[config.mk]
export PLATFORM = sky130hd
export DESIGN_NAME = seg_anim_sequencer
export DESIGN_NICKNAME = d
export VERILOG_FILES = /design/src/rtl/seg_anim_sequencer.sv
export SDC_FILE = /design/constraint.sdc
export NUM_CORES = 1
export LEC_CHECK = 0
export ABC_AREA = 1
export BUFFER_PORTS_ARGS = -buffer_cell sky130_fd_sc_hd__clkbuf_2
export CAP_MARGIN = 10
export CORE_ASPECT_RATIO = 2
export CORE_MARGIN = 10
export CORE_UTILIZATION = 28
export CTS_CLUSTER_SIZE = 8
export DETAILED_ROUTE_END_ITERATION = 16
export PLACE_DENSITY = 0.51
export SETUP_SLACK_MARGIN = 0.5
export SYNTH_ARGS = -nofsm -noshare
export SYNTH_HDL_FRONTEND = slang
export SYNTH_SLANG_ARGS = --single-unit
[constraint.sdc]
create_clock -name io_in -period 1.8 [get_ports io_in]
set_input_delay 0.09 -clock io_in [delete_from_list [all_inputs] [get_ports io_in]]
set_output_delay 0.09 -clock io_in [all_outputs]
set_load 0.005 [all_outputs]
[src/rtl/seg_anim_sequencer.sv]
// rtl/seg_anim_sequencer.sv - seven-segment animation sequencer with rate, direction, step and pattern bank
module seg_anim_sequencer #(
  parameter int TAP_BASE = 9,
  parameter int PRE_W    = 16
) (
  input  logic [7:0] io_in,
  output logic [7:0] io_out
);

  logic             clk;
  logic             rst;
  logic [5:0]       sync1;
  logic [5:0]       sync2;
  logic             run;
  logic             dir;
  logic             step;
  logic [1:0]       rate;
  logic             bank;
  logic             step_prev;
  logic [1:0]       warm;
  logic [PRE_W-1:0] pre;
  logic [PRE_W-1:0] tap_mask;
  logic [4:0]       tap;
  logic [2:0]       frame;
  logic [2:0]       next_frame;
  logic             rate_chg;
  logic             tick;
  logic             step_edge;
  logic             advance;

  assign clk  = io_in[0];
  assign rst  = io_in[1];
  assign run  = sync2[0];
  assign dir  = sync2[1];
  assign step = sync2[2];
  assign rate = sync2[4:3];
  assign bank = sync2[5];

  function automatic logic [6:0] rom(input logic b, input logic [2:0] f);
    case ({b, f})
      4'h0: rom = 7'h3F;
      4'h1: rom = 7'h06;
      4'h2: rom = 7'h5B;
      4'h3: rom = 7'h4F;
      4'h4: rom = 7'h66;
      4'h5: rom = 7'h6D;
      4'h6: rom = 7'h7D;
      4'h7: rom = 7'h07;
      4'h8: rom = 7'h01;
      4'h9: rom = 7'h02;
      4'hA: rom = 7'h04;
      4'hB: rom = 7'h08;
      4'hC: rom = 7'h10;
      4'hD: rom = 7'h20;
      4'hE: rom = 7'h40;
      default: rom = 7'h00;
    endcase
  endfunction

  assign tap = 5'(TAP_BASE) + {2'b00, rate, 1'b0};

  always_comb begin
    tap_mask = '0;
    for (int i = 0; i < PRE_W; i++) tap_mask[i] = (5'(i) < tap);
  end

  // Rate change is seen the cycle before the synchronized value updates, so the
  // prescaler clears on exactly the edge where the new rate takes effect.
  assign rate_chg   = (sync1[4:3] != sync2[4:3]);
  assign tick       = run && !rate_chg && ((pre & tap_mask) == tap_mask);
  assign step_edge  = step && !step_prev;
  assign advance    = tick || (step_edge && !run);
  assign next_frame = dir ? frame - 3'd1 : frame + 3'd1;

  always_ff @(posedge clk) begin
    if (rst) begin
      sync1     <= '0;
      sync2     <= '0;
      step_prev <= 1'b1;
      warm      <= 2'd0;
      pre       <= '0;
      frame     <= 3'd0;
      io_out    <= 8'h00;
    end else begin
      sync1 <= io_in[7:2];
      sync2 <= sync1;
      if (warm != 2'd2) warm <= warm + 2'd1;
      // Hold the previous-step flop high until the synchronizer holds real
      // samples, so a button held through reset is not seen as a new press.
      step_prev <= (warm == 2'd2) ? step : 1'b1;
      if (rate_chg) pre <= '0;
      else if (run) pre <= pre + PRE_W'(1);
      if (advance) begin
        frame     <= next_frame;
        io_out[7] <= ~io_out[7];
      end
      io_out[6:0] <= rom(bank, frame);
    end
  end

endmodule

After elaboration in Yosys (flattened, before gate mapping)
Memory sizes are Yosys's and may differ from the RTL's. A register that Yosys moved wholly into a read port is not among the register bits.
Index checks and enable logic that the tools add are counted.
{"block": "classes", "n_reduce_logical": 10, "muxes": 1, "order_cmp": 16, "n_addsub": 5, "eq_ne": 4, "n_bitwise": 3}
{"operator": "< comparator 4 x 5 -> 1 bit (first input constant)", "n": 8}
{"operator": "< comparator 3 x 5 -> 1 bit (first input constant)", "n": 4}
{"operator": "adder 16 x 1 -> 16 bit (second input constant)", "n": 1}
{"operator": "bitwise AND 16 bit", "n": 1}
{"operator": "== test 16 bit", "n": 1}
{"operator": "< comparator 1 x 5 -> 1 bit (first input constant)", "n": 2}
{"operator": "< comparator 2 x 5 -> 1 bit (first input constant)", "n": 2}
{"operator": "adder 4 x 3 -> 5 bit (first input constant)", "n": 1}
{"operator": "logical AND 1 bit", "n": 4}
{"operator": "OR reduction 2 bit", "n": 2}
{"operator": "adder 3 x 1 -> 3 bit (second input constant)", "n": 1}
{"operator": "zero test 1 bit", "n": 3}
{"operator": "two-way mux 3 bit", "n": 1}
{"operator": "subtractor 3 x 1 -> 3 bit (second input constant)", "n": 1}
{"operator": "adder 2 x 1 -> 2 bit (second input constant)", "n": 1}
{"operator": "== test 2 bit (second input constant)", "n": 1}
{"operator": "!= test 2 bit", "n": 1}
{"operator": "!= test 2 bit (second input constant)", "n": 1}
{"operator": "NOT 1 bit", "n": 2}
{"operator": "logical OR 1 bit", "n": 1}
{"block": "word_totals", "output_inout_bits": 8, "ff_bits": 35, "inputBits": 8, "memories": 1, "romBits": 112}
{"memory": "(no name shown)", "depth": 16, "width": 7, "read_ports": 1, "rd_ports_with_merged_regs": 1, "wr": 0, "line": "40", "rtl": "case ({b, f})"}

Depth between registers and ports, before layout
Gate-level depths: netlist of the first run.
{"block": "logic_depth", "ltp_word": 6, "depth_mapped": 10, "mapped_depth_nobuf": 10}

Worst setup path before layout of the first run
No wires, ideal clock.
{"block": "synth_path", "path_type": "flip-flop to flip-flop", "from": "register pre[0]", "to": "register frame[0]", "path_stages_with_launch": 9, "setup_slack_ns": 0.489, "required_time_ns": 1.685, "period_less_slack_ns": 1.311, "t_arrival_ns": 1.196, "cell_sequence": "dfxtp_1 -> ha_1 -> inv_1 -> nor2_1 -> nand2_4 -> nor2_4 -> nand3_4 -> a21oi_1 -> nor2_1"}
{"block": "synth_via", "elab_chain_len": 4}
{"element": "start: declaration", "line": "21", "rtl": "logic [PRE_W-1:0] pre;"}
{"element": "start signal: assignment", "line": "92", "rtl": "else if (run) pre <= pre + PRE_W'(1);"}
{"element": "bitwise AND 16 bit", "line": "70", "rtl": "assign tick = run && !rate_chg && ((pre & tap_mask) == tap_mask);"}
{"element": "== test 16 bit", "line": "70"}
{"element": "logical AND 1 bit", "line": "70"}
{"element": "logical OR 1 bit", "line": "72", "rtl": "assign advance = tick || (step_edge && !run);"}
{"element": "end signal: assignment", "line": "94", "rtl": "frame <= next_frame;"}
{"element": "end: declaration", "line": "24", "rtl": "logic [2:0] frame;"}
Every way passes these cells.
A chain may end at the register's enable or synchronous reset.

==> summary.txt, run 1 <==
Setup path
  • CP Capture Type: flop
  • Max FO, Critical Path: 8
  • Critical path, cell by cell: clkbuf_16, clkbuf_16, clkbuf_16, clkinv_8, nand2_8, inv_4, o21ai_1, a21oi_1
  • Worst Path Arrival: 1710 ps
  • FF-to-FF path depth: 7
  • Setup CP Type: clk2reg
  • CP most frequent cell: clkbuf_16
  • CP max-delay cell: clkbuf_16
  • Worst R2R Setup Slack: 470 ps
  • Kind of start point of the critical path: clock port
  • Reg2reg start: pre[2]
  • Reg2reg end: frame[2]
  • CP peak stage delay: 150 ps
  • Req. time, crit path: 2020 ps

Run
  • Max cap viols: 0

Finish
  • Layout area overhead: 62.61%
  • Post-route insts no fill: 383
  • Final core utilization: 46.06%
  • Final nets: 310
  • Layout cells sized above 1: 44.75%
  • Antenna diodes: 0

Route
  • Router iterations before antenna repair: 4
  • WL met2: 2705 µm
  • Via density: 4.423
  • Routed len/inst: 12.34 µm
  • Final WL: 4728 µm
  • Initial DRC Count: 104
  • Via count: 1694
  • Top sig layer: met4
  • DRC Markers: 0
  • Met3 WL post-DR: 339 µm
  • Antenna Violating Nets Remaining: 0
  • DRT met1 WL: 1377 µm

Placed design
  • Global placer's final weighted congestion: 0.7929
  • HPWL Detailed: 2725 µm
  • Pre-CTS setup slack: 351.8 ps
  • Placed cells: 330
  • Number of port buffers: 8

Power and ir drop
  • Total power: 5.464 mW
  • Peak VDD IR: 1146 µV
  • Pwr per Cell Area: 1806 mW/mm²
  • Leak pwr: 1.239 nW

Die
  • Die width: 77.64 µm
  • Initial core utilization: 28.32%
  • Die span in y: 135.3 µm
  • Core area: 0.006569 mm²
  • Top-level I/O count: 16
  • Cell Rows: 42
  • Die area: 0.01050 mm²

GRT
  • GRT Total Usage: 9.913%
  • Global-route wire length before repair: 7790 µm
  • Largest net degree at the start of global routing: 14
  • GR Overflow Total: 0
  • Vias in the first global route: 2220
  • Initial antenna violation count: 0

Synth
  • Synth async-reset ratio: 0%
  • Top_reg_cell synth: dfxtp_1
  • Most common cell in the netlist: dfxtp_1
  • Synth cell types: 32
  • Syn avg cell area: 7.817 µm²
  • Register area share after synthesis: 44.12%
  • Post-Synthesis Cells: 238
  • Ranking of synthesized cells by area: dfxtp_1, inv_1, nand2_1
  • Cell Area, Synth: 0.001861 mm²
  • Syn_nets: 255
  • Yosys reg bits: 41
  • Share of the synthesized area in the top cell type: 44.12%
  • YS warnings: 0
  • Most frequent cells after synthesis: dfxtp_1, inv_1, nand2_1
  • Post-synth EDFFs: 0
  • Post-synth top area cell: dfxtp_1

Clocking
  • CTS Hold Bufs: 0
  • Worst-path clk slew: 60 ps
  • CTS tree: built
  • # clock sinks: 41
  • Clk_lat worst skew: 290 ps

Run status
  • Outcome: finished with violations
  • Failing checks: negative hold slack

Timing
  • Final setup vio count: 0
  • Hold Violations, Final: 6
  • Clock skew: 6.396 ps
  • RSZ-0062 raised after global routing: yes
  • Final slew viol count: 0
  • Relative slew slack: 69.74%
  • Post-route setup TNS: 0 ps
  • PnR worst setup slack: 308.8 ps
  • Fin Hold WS: -175.8 ps
  • Slew @ Worst Pin: 452.8 ps

Min path
  • Hold Path Depth: 2
  • Hold endpoint: sync1[4]
  • HP Start: io_in[6]
  • Hold WC Path Type: clk2reg
## area by class of cell
type	instances	area [µm²]
clock buffers	21	473.0
repair buffers	19	133.9
flip-flops and latches	41	847.1
clock inverters	31	250.2
multi-input cells	153	1094
inverters	30	117.6
fillers	607	3543
well taps	88	110.1
## repair_timing
item,CTS,global route
buffers inserted,8,7
gates resized for setup,37,49
pin swaps,8,8
gates cloned,1,0
endpoints found under the setup margin,41,43
## cells in the final DEF (no fill, tap or decap), types with 7 or more instances in the layout
master / count
a21oi_1: 9
a21oi_2: 11
buf_4: 9
clkbuf_16: 16
clkbuf_2: 8
dfxtp_1: 30
ha_1: 7
inv_1: 32
inv_6: 7
nand2_1: 29
nand2_2: 7
nor2_1: 32
nor2_4: 7
o21ai_1: 7
## power breakdown
group	internal (mW)	switching (mW)	leakage, nW
logic	0	0	0.381
registers	1.01	0	0.360
clock network	2.52	1.93	0.497
total	3.53	1.93	1.24
## worst max path at each step
stage	startpoint	to	slack, ps	cells after the start
2_1_floorplan	io_in[1]	pre[6]	480	5
3_5_place_dp	pre[1]	frame[1]	350	8
3_3_place_gp	pre[1]	frame[1]	360	8
4_1_cts	io_in[1]	pre[10]	300	8
6_report	io_in[1]	pre[2]	310	8
5_1_grt	io_in[1]	pre[10]	290	8
## sequential cells by signal (all words and copies together), names as in the netlist
register,count
pre,15
io_out,8
sync1,6
sync2,6
frame,3
warm,2
step_prev,1
## worst max-delay path: cells and delay by family
family | cells | cell delay [ps]
AOI/OAI and AO/OA | 2 | 170
buffers and inverters | 5 | 530
and+or+nand+nor | 1 | 110
## per-stage QoR
stage / instance area (µm²) / hold slack (ps)
2_1_floorplan: 1879 / 69.07
3_3_place_gp: 1998 / 69.07
3_5_place_dp: 1998 / 69.07
4_1_cts: 2810 / -178.6
5_1_grt: 3025 / -162.0
6_report: 3025 / -175.8
## logic make-up (layout without fill, tap and decap cells)
kind of cell	after synthesis	count (layout)	synth area share, %
simple gates	101	102	26.09
buf+inv	45	101	10.02
flops	41	41	44.12
compound gates	36	36	10.49
fa+ha+maj	9	9	6.456
xor+xnor	6	6	2.824
## layer usage
| metal | up-vias | GRT usage, % |
|---|---|---|
| met5 | - | 0 |
| met4 | 0 | 18.57 |
| met3 | 26 | 8.843 |
| met2 | 56 | 13.30 |
| met1 | 760 | 5.135 |
| li1 | 852 | - |
No activity file was read; power rests on OpenSTA's default activity.
==> run 2, diff against run 1 <==
--- a/config.mk
+++ b/config.mk
@@ -13,7 +13,7 @@
 export CORE_UTILIZATION = 28
 export CTS_CLUSTER_SIZE = 8
 export DETAILED_ROUTE_END_ITERATION = 16
-export PLACE_DENSITY = 0.51
+export PLACE_DENSITY = 0.52
 export SETUP_SLACK_MARGIN = 0.5
 export SYNTH_ARGS = -nofsm -noshare
 export SYNTH_HDL_FRONTEND = slang
==> constraint.sdc (replaced) <==
create_clock -name io_in -period 1.34 [get_ports io_in]
set_input_delay 0.067 -clock io_in [delete_from_list [all_inputs] [get_ports io_in]]
set_output_delay 0.067 -clock io_in [all_outputs]
set_load 0.005 [all_outputs]
==> summary.txt, run 2 (same netlist as run 1, synthesis figures left out) <==
Run status
  • Outcome: finished with violations
  • Failing checks: negative hold slack

Power and ir drop
  • Internal power: 5.266 mW (+49%)
  • Clock Power Share: 84.5% (+2.9 points)
  • Net load switching power: 3.420 mW (+77%)
  • Leak pwr: 1.476 nW (+19%)
  • Sequential Power Share: 15.5% (-2.9 points)
  • Sw frac: 39.37% (+4.0 points)
  • Pwr per Cell Area: 2439 mW/mm² (+35%)
  • Peak VDD IR: 2274 µV (+98%)
  • Gate power share: 0% (unchanged)

Placed design
  • Number of port buffers: 8 (unchanged)
  • Placed cells: 333 (+0.91%)
  • Pre-CTS setup slack: 36.74 ps (-315.0 ps)
  • Global placer's final weighted congestion: 0.7097 (-10%)
  • Post-DP Area: 0.002121 mm² (+6.1%)
  • HPWL Detailed: 2820 µm (+3.5%)

Min path
  • Hold Path Depth: 2 (unchanged)
  • Hold WC Path Type: clk2reg

Timing
  • Crit share post-route: 97.43%
  • RSZ-0062 raised after global routing: yes
  • Final slew viol count: 0 (unchanged)
  • Final setup vio count: 0 (unchanged)
  • Relative slew slack: 72.11% (+2.4 points)
  • Hold Violations, Final: 6 (unchanged)
  • PnR worst setup slack: 34.38 ps (-274.4 ps)
  • Clock skew: 4.950 ps (-1.445 ps)
  • Tmin final: 1306 ps
  • Fin Hold WS: -158.2 ps (+17.55 ps)
  • Post-route setup TNS: 0 ps (unchanged)
  • Slew @ Worst Pin: 417.4 ps (-35.43 ps)
  • Fmax achieved: 765.9 MHz

Route
  • DRC Markers: 0 (unchanged)
  • Via count: 1816 (+7.2%)
  • Router iterations before antenna repair: 4 (unchanged)
  • Antenna Violating Nets Remaining: 0 (unchanged)
  • Final WL: 5563 µm (+18%)
  • Via density: 4.574 (+3.4%)
  • Initial DRC Count: 77 (-26%)
  • Routed len/inst: 14.01 µm (+14%)

Setup path
  • Kind of start point of the critical path: flop
  • Req. time, crit path: 1570 ps (-450 ps)
  • CP Capture Type: flop
  • Max FO, Critical Path: 8 (unchanged)
  • Worst Path Arrival: 1530 ps (-180 ps)
  • Setup CP Type: reg2reg
  • FF-to-FF path depth: 9 (+2)

Clocking
  • CTS Hold Bufs: 0 (unchanged)
  • CTS tree: built
  • Worst-path clk slew: 60 ps (about the same)
  • Clk_lat worst skew: 290 ps (about the same)
  • # clock sinks: 41 (unchanged)

Finish
  • Most frequent cells in the layout: nor2_4, nand2_1, inv_1, dfxtp_1, clkbuf_16
  • Final nets: 323 (+4.2%)
  • Antenna diodes: 0 (unchanged)
  • Max FFs per register: 15 (unchanged)
  • Layout area overhead: 91.39%
  • Fill count: 548 (-9.7%)
  • Reg area: 863.3 µm² (+1.9%)
  • Commonest non-fill, non-tap cell in the layout: nor2_4
  • Area of the multi-input gates: 0.001381 mm² (+26%)
  • Top flop regs: pre x15, io_out x8
  • Layout cells sized above 1: 63.75% (+19 points)
  • Largest register by flop count: pre
  • Final core utilization: 54.21% (+8.2 points)
  • Post-route cell area: 0.003561 mm² (+18%)
  • Post-route insts no fill: 397 (+3.7%)

GRT
  • Vias in the first global route: 2305 (+3.8%)
  • GRT Total Usage: 10.51% (+0.59 points)
  • Initial antenna violation count: 0 (unchanged)
  • Largest net degree at the start of global routing: 16 (+2)
  • GR Overflow Total: 0 (unchanged)
  • Global-route wire length before repair: 8183 µm (+5.0%)

Die
  • Die width: 77.64 µm (unchanged)
  • Cell Rows: 42 (unchanged)
  • Die span in y: 135.3 µm (unchanged)
  • Top-level I/O count: 16 (unchanged)
  • Die area: 0.01050 mm² (unchanged)
  • Initial core utilization: 28.32% (unchanged)
  • Core area: 0.006569 mm² (unchanged)

Run
  • Max cap viols: 0 (unchanged)
## run 2: cell types whose count changed in the layout (fill, tap and decap cells not counted), moves of 7 or more
| cell | delta |
|---|---|
| buf_6 | +8 |
| dfxtp_1 | -7 |
| inv_1 | -9 |
| inv_12 | +12 |
| inv_2 | +8 |
| nor2_1 | -17 |
| nor2_4 | +18 |
## run 2: what timing repair did
item,in CTS,in global routing
setup buffers,14,12
endpoints found under the setup margin,73,73
resized for setup,73,73
pin swaps,15,18
## run 2: worst max-delay path, stage by stage (launching register included)
cell and delay [ps]:
dfxtp_4 380, ha_4 140, inv_2 40, nor2_4 90, nand2_4 70, nor2_4 100
nand3_4 150, nand3_2 130, nand2_2 50, nor2_1 90
## run 2: area by class of cell
class                      instances  area share, %
timing repair buffer              28          6.430
tap                               88          3.092
clock buffer                      28          15.18
inverter                          30          4.041
clock inverter                    30          8.222
sequential                        41          24.24
multi-input combinational        152          38.79
## run 2: path summary, 6_finish.rpt
path | from | to | slack, ps
min reg2reg | sync2[2] | step_prev | 450
max | pre[1] | io_out[7] | 30
min | io_in[6] | sync1[4] | -160
max reg2reg | pre[1] | io_out[7] | 30
## run 2: through the flow
step	hold WS, ps	total power, mW
6_report	-158.2	8.686
5_1_grt	-163.6	9.251
4_1_cts	-160.7	7.948
3_5_place_dp	59.31	2.303
3_3_place_gp	59.31	2.303
2_1_floorplan	63.79	2.592
## run 2: power by group through the flow
| stage | clock network (mW) | registers (mW) | logic, mW |
|---|---|---|---|
| final | 7.34 | 1.35 | 0.000000527 |
| after global routing | 7.91 | 1.35 | 0.000000527 |
| after CTS | 6.60 | 1.35 | 0.000000383 |
| after detailed placement | 0.903 | 1.40 | 0.000000323 |
| after global placement | 0.903 | 1.40 | 0.000000323 |
| after floorplan | 1.19 | 1.40 | 0.000000281 |
## run 2: layer usage
metal  vias up  global-route usage, %  wire [µm]
met4         0                  18.78        398
met1       834                  5.875       1813
met5         -                      0          0
met3        40                  9.375        338
met2        63                  13.99       3012
li1        879                      -          -
